**src/rtl/out_check_pkg.sv**
```systemverilog
// Shared state encoding and constants for the out-channel checker and its FIFO.
package out_check_pkg;

   typedef enum logic [1:0] {
      LOAD = 2'd0,
      RUN  = 2'd1,
      DONE = 2'd2
   } state_t;

   localparam int MEMORY_ELEMENT_WIDTH = 12;

   // Wide enough for any counter width; users take the low CountWidth bits.
   localparam int                         SENTINEL_WIDTH = 64;
   localparam logic [SENTINEL_WIDTH-1:0]  FIRST_BAD_NONE = '1;

endpackage

```
**src/rtl/out_fifo.sv**
```systemverilog
// Synchronous FIFO with a combinational head word; pointers wrap naturally.
module out_fifo
   import out_check_pkg::*;
#(
   parameter int Width = MEMORY_ELEMENT_WIDTH,
   parameter int Depth = 8
) (
   input  logic                   clock,
   input  logic                   reset,
   input  logic                   i_push,
   input  logic [Width-1:0]       i_push_data,
   input  logic                   i_pop,
   output logic [Width-1:0]       o_head_data,
   output logic                   o_full,
   output logic                   o_empty,
   output logic [$clog2(Depth):0] o_occupancy
);

   localparam int                PtrWidth  = $clog2(Depth);
   localparam logic [PtrWidth:0] DepthFull = (PtrWidth + 1)'(Depth);

   logic [Width-1:0]    r_mem [Depth];
   logic [PtrWidth-1:0] r_wr_ptr;
   logic [PtrWidth-1:0] r_rd_ptr;
   logic [PtrWidth:0]   r_count;
   logic                w_do_push;
   logic                w_do_pop;

   assign o_full      = (r_count == DepthFull);
   assign o_empty     = (r_count == '0);
   assign o_occupancy = r_count;
   assign o_head_data = r_mem[r_rd_ptr];
   assign w_do_push   = i_push && !o_full;
   assign w_do_pop    = i_pop && !o_empty;

   // NOTE: storage arrays carry no reset; the pointers alone decide what is valid.
   always_ff @(posedge clock) begin
      if (w_do_push) r_mem[r_wr_ptr] <= i_push_data;
   end

   // NOTE: sequential state uses non-blocking assignments so every register sees pre-edge values.
   always_ff @(posedge clock or posedge reset) begin
      if (reset) begin
         r_wr_ptr <= '0;
         r_rd_ptr <= '0;
         r_count  <= '0;
      end else begin
         if (w_do_push) r_wr_ptr <= r_wr_ptr + 1'b1;
         if (w_do_pop)  r_rd_ptr <= r_rd_ptr + 1'b1;
         case ({w_do_push, w_do_pop})
            2'b10:   r_count <= r_count + 1'b1;
            2'b01:   r_count <= r_count - 1'b1;
            default: r_count <= r_count;
         endcase
      end
   end

endmodule

```
**config.mk**
```make
export PLATFORM = sky130hd
export DESIGN_NAME = out_fifo
export DESIGN_NICKNAME = d
export VERILOG_FILES = /design/src/rtl/out_check_pkg.sv /design/src/rtl/out_fifo.sv
export SDC_FILE = /design/constraint.sdc
export NUM_CORES = 1
export LEC_CHECK = 0
export CORE_MARGIN = 10
export CORE_UTILIZATION = 57
export DETAILED_ROUTE_END_ITERATION = 10
export GPL_TIMING_DRIVEN = 0
export PLACE_DENSITY = 0.78
export SLEW_MARGIN = 5
export SYNTH_ARGS = -nofsm -noshare
export SYNTH_HDL_FRONTEND = slang
export SYNTH_SLANG_ARGS = --single-unit
```
**constraint.sdc**
```tcl
create_clock -name clock -period 3.64 [get_ports clock]
set_input_delay 0.364 -clock clock [delete_from_list [all_inputs] [get_ports clock]]
set_output_delay 0.364 -clock clock [all_outputs]
set_load 0.02 [all_outputs]
```
**After elaboration in Yosys (flattened, before gate mapping)**

Memories as Yosys holds them, arrays and structs flattened.
Index checks and enable logic that the tools add are counted.

- $add $sub $neg: 4
- Eq/ne operators: 3
- Muxes and demuxes: 3
- Reduce and logical (&&, ||, !) cells: 6

Operators with widths:

| kind | number |
|---|---|
| 4-bit case mux with 2 select lines | 1 |
| 3-bit by 1-bit adder with 3-bit output (second input constant) | 2 |
| 4-bit by 1-bit adder with 4-bit output (second input constant) | 1 |
| 4-bit equality test (second input constant) | 1 |
| 4-bit zero test | 1 |
| 4-bit by 1-bit subtractor with 4-bit output (second input constant) | 1 |
| 2-bit by 1-bit equality test with 1-bit output (second input constant) | 1 |
| 2-bit equality test (second input constant) | 1 |
| 1-bit logical AND | 2 |
| 1-bit zero test | 2 |
| 1-bit 2-to-1 mux | 2 |
| 2-bit nonzero test | 1 |

- Register bits: 10
- RAM bits: 96
- Input port bits: 16
- Memories: 1

Memory list:

| name | words | bits a word | read ports | clocked after memory_dff | wr ports | RTL line | RTL |
|---|---|---|---|---|---|---|---|
| r_mem | 8 | 12 | 1 | 0 | 1 | out_fifo.sv:22 | `logic [Width-1:0] r_mem [Depth];` |

**Longest topological paths before layout**

- Depth in word-level cells: 5
- Mapped depth: 7

**Worst setup path after synthesis**

Ideal clock, no wire load.

- Kind: register -> register
- Start: reg r_count[0] (netlist: o_occupancy[0])
- End: reg r_count[3] (netlist: o_occupancy[3])
- Arrival: 2.652 ns
- Data required time: 3.506 ns
- Setup slack: 0.854 ns
- Cell stages (with the launch flop): 8
- Buffers on the path: 0
- Clock period less this slack: 2.786 ns
- Path through: dfrtp_1 o41ai_1 inv_1 ha_1 ha_1 or4b_2 o311ai_0 o211ai_1

- Word-level cells in the longest chain between the ends: 5
- Elaborated cells on any way between the ends: 12
- Classes of those cells: add/sub: 2; eq/ne: 3; mux: 1; reduce/logical: 6

Ends and longest elaborated chain:

| what | RTL line | RTL |
|---|---|---|
| start: declaration | out_fifo.sv:25 | `logic [PtrWidth:0] r_count;` |
| start signal: assignment | out_fifo.sv:51 | `2'b10: r_count <= r_count + 1'b1;` |
| start signal: assignment | out_fifo.sv:52 | `2'b01: r_count <= r_count - 1'b1;` |
| start signal: assignment | out_fifo.sv:53 | `default: r_count <= r_count;` |
| 4-bit zero test * | out_fifo.sv:30 | `assign o_empty = (r_count == '0);` |
| 1-bit zero test * | out_fifo.sv:34 | `assign w_do_pop = i_pop && !o_empty;` |
| 1-bit logical AND * | out_fifo.sv:34 |  |
| via w_do_pop | out_fifo.sv:27 | `logic w_do_pop;` |
| 2-bit by 1-bit equality test with 1-bit output / 2-bit equality test (equally long branches) | out_fifo.sv:50 | `case ({w_do_push, w_do_pop})` |
| 4-bit case mux with 2 select lines / 2-bit nonzero test (equally long branches) | n/a |  |

The timed path passes the listed nets; every way through them passes the cells marked *.
A chain may end at the register's enable or synchronous reset.

**Worst setup path in the final report**

Same ends and word-level chain as after synthesis.

==> results.cfg <==
[routing]
dr.pass1.iters = 4
post_drt_wl_per_cell_um = 20.7
drtIter0Drc = 109
drtAntennaViolNets = 0
routed_wl_mm = 7.40
dr_total_vias = 2087
drc = 0
via_per_inst = 5.85

[floorplanning]
fp.dieH_um = 107
coreArea_um2 = 7330
die_width_um = 107
initial_utilization = 0.592
fp-row-count = 31
io-pin-count = 34
dieArea_um2 = 11500

[placed_design]
dpl.cell_count = 341
dpl.hpwl_mm = 4.80
dpl_cell_area_um2 = 4820
port_buffers = 33
gp_congestion = 0.752
dp_slack_ns = 0.592

[synth]
synth_top_cell_area_share = 0.665
netlist_area_um2 = 4340
synth_cell_types = 32
yosys.area.top_type = edfxtp_1
syn_area_per_cell_um2 = 21.0
ys_seq_area_frac = 0.722
yosys_warnings = 0
syn_inst = 207
syn_nets = 229
synth_area_leaders = edfxtp_1 (66%), mux4_1 (13%), dfrtp_1 (5.8%)
ys.flop_type = edfxtp_1
synth_edf_count = 96
async_reset_ff_frac = 0.0943
ys_ff_latch = 106

[timing]
finalHoldViolCount = 0
max_slew_margin = 0.155
worst_pin_slew_ns = 1.26
clock_skew_ns = 0.00980
fin_worst_hold_slack_ns = 0.299
final_max_slew_viol_count = 0
fmax_mhz = 326
final.setup.worst_slack_ns = 0.572
tns_ns = 0
min_period_ns = 3.07
rsz0062_at_grt = false
period_share = 0.843
setup-violations-final = 0

[layout]
multi_input_area_um2 = 1130
final_core_util = 0.687
diodes = 0
seq_area_um2 = 3130
area_growth_pct = 16.1
stdcell_area_um2 = 5030
nFillCells = 446
instances_no_fill = 357
layout.nets = 275
drive_above_1_share = 0.163

[setup_path]
crit_path_end_kind = flip-flop
r2r-end = o_occupancy[3]
crit_required_ns = 3.87
crit_type = flip-flop to flip-flop
crit_fanout = 9
startpoint_type = flip-flop
worstRegToRegCells = 7
regToRegSetupSlack_ns = 0.57
rr_startpoint = o_occupancy[0]
cp-endpoint = o_occupancy[3]
crit_path_start = o_occupancy[0]
critPathArrivalTime_ns = 3.30

[status]
status = finished clean

[power_and_ir_drop]
pwr_density_cell_nw_per_um2 = 783
irDropWorstVdd_uv = 463
power_mw = 3.94
cellLeakagePower_nw = 1.72

[clocking]
insertion_delay_ns = 0.36
clockBufferDepth = 2
clkTransAtPathRegs_ns = 0.10
ctsHoldBuffers = 0
htreeDepth = 3
cts_root_buf = clkbuf_8
clkSinkCount = 106
numCtsBuffers = 9
post-cts-setup-buffers = 0
cts.repair.resized = 0
cts_tree = built

[global_routing]
overflow = 0
antenna_found_initial = 0
grt_max_degree = 17
grt_use_total = 0.135
grt_pass1_wl_mm = 11.6
grt_pass1_vias = 2140

[run]
drv_cap = 0

[worst_hold_path]
hold_class = input port to async pin
-- worst max-delay path, cell delays in order (launching register included) --
cell and delay, ns:
dfrtp_1 0.50, o41ai_1 0.67, inv_1 0.18, ha_1 0.33, ha_1 0.38, or4b_2 0.61, o311ai_0 0.14, o211ai_1 0.12
-- metal layers --
metal | up-vias | share of wire | global-route usage
li1 | 948 | - | -
met1 | 1071 | 0.46 | 0.180
met2 | 57 | 0.46 | 0.207
met3 | 11 | 0.059 | 0.0299
met4 | 0 | 0.019 | 0.0638
met5 | - | 0 | 0
-- worst min path at each step --
stage                startpoint             end  slack, ns
floorplan                 reset  o_occupancy[0]       0.20
global placement    r_wr_ptr[0]     r_wr_ptr[0]       0.50
detailed placement  r_wr_ptr[0]     r_wr_ptr[0]       0.53
CTS                       reset  o_occupancy[0]       0.30
global route              reset  o_occupancy[0]       0.32
finish                    reset     r_rd_ptr[2]       0.30
-- state kept, by name, summed over array words and instances (netlist names) --
register and flops:
o_occupancy 4, r_mem 96, r_rd_ptr 3, r_wr_ptr 3
-- Yosys cell counts (3+ instances only) --
cell       n
buf_6      3
clkbuf_1   3
dfrtp_1   10
edfxtp_1  96
ha_1       5
inv_1      7
mux2_2    14
mux4_1    21
mux4_2     3
nand2_1    7
nand3_1    3
nor2_1     7
xnor2_1    5
-- report_power, final --
group	internal [mW]	switching, mW	total [mW]
Clock	0.387	0.367	0.755
Sequential	1.56	0.115	1.67
Combinational	0.769	0.749	1.52
Total	2.71	1.23	3.94
-- cells by family (layout without fill, tap and decap cells) --
logic type | after synthesis | count (layout) | synth area share
muxes | 39 | 39 | 0.181
adders and majority gates | 6 | 6 | 0.0190
and+or+nand+nor | 28 | 28 | 0.0343
AOI/OAI and AO/OA | 7 | 7 | 0.0118
buffers and inverters | 15 | 66 | 0.0188
DFF | 106 | 106 | 0.722
xor gates and xnor gates | 6 | 6 | 0.0121
-- cell usage in the layout (no fill, tap or decap), types with 3 or more instances in the layout --
master           Yosys  routed
dfrtp_1             10      10
nand3_1              3       3
inv_1                7       7
ha_1                 5       5
edfxtp_1            96      96
mux4_1              21      21
clkdlybuf4s50_1      0      33
mux4_2               3       3
mux2_2              14      14
xnor2_1              5       5
clkbuf_1             3       5
nand2_1              7       7
buf_6                3       5
clkbuf_8             0       9
nor2_1               7       6
-- final cells by class --
class / instances / area share
buffer: 8 / 0.0109
sequential: 106 / 0.622
tap: 99 / 0.0246
clock inverter: 5 / 0.0154
clock buffer: 11 / 0.0261
multi-input combinational: 86 / 0.225
inverter: 7 / 0.00522
timing repair buffer: 35 / 0.0701
No activity file was read; power rests on OpenSTA's default activity.
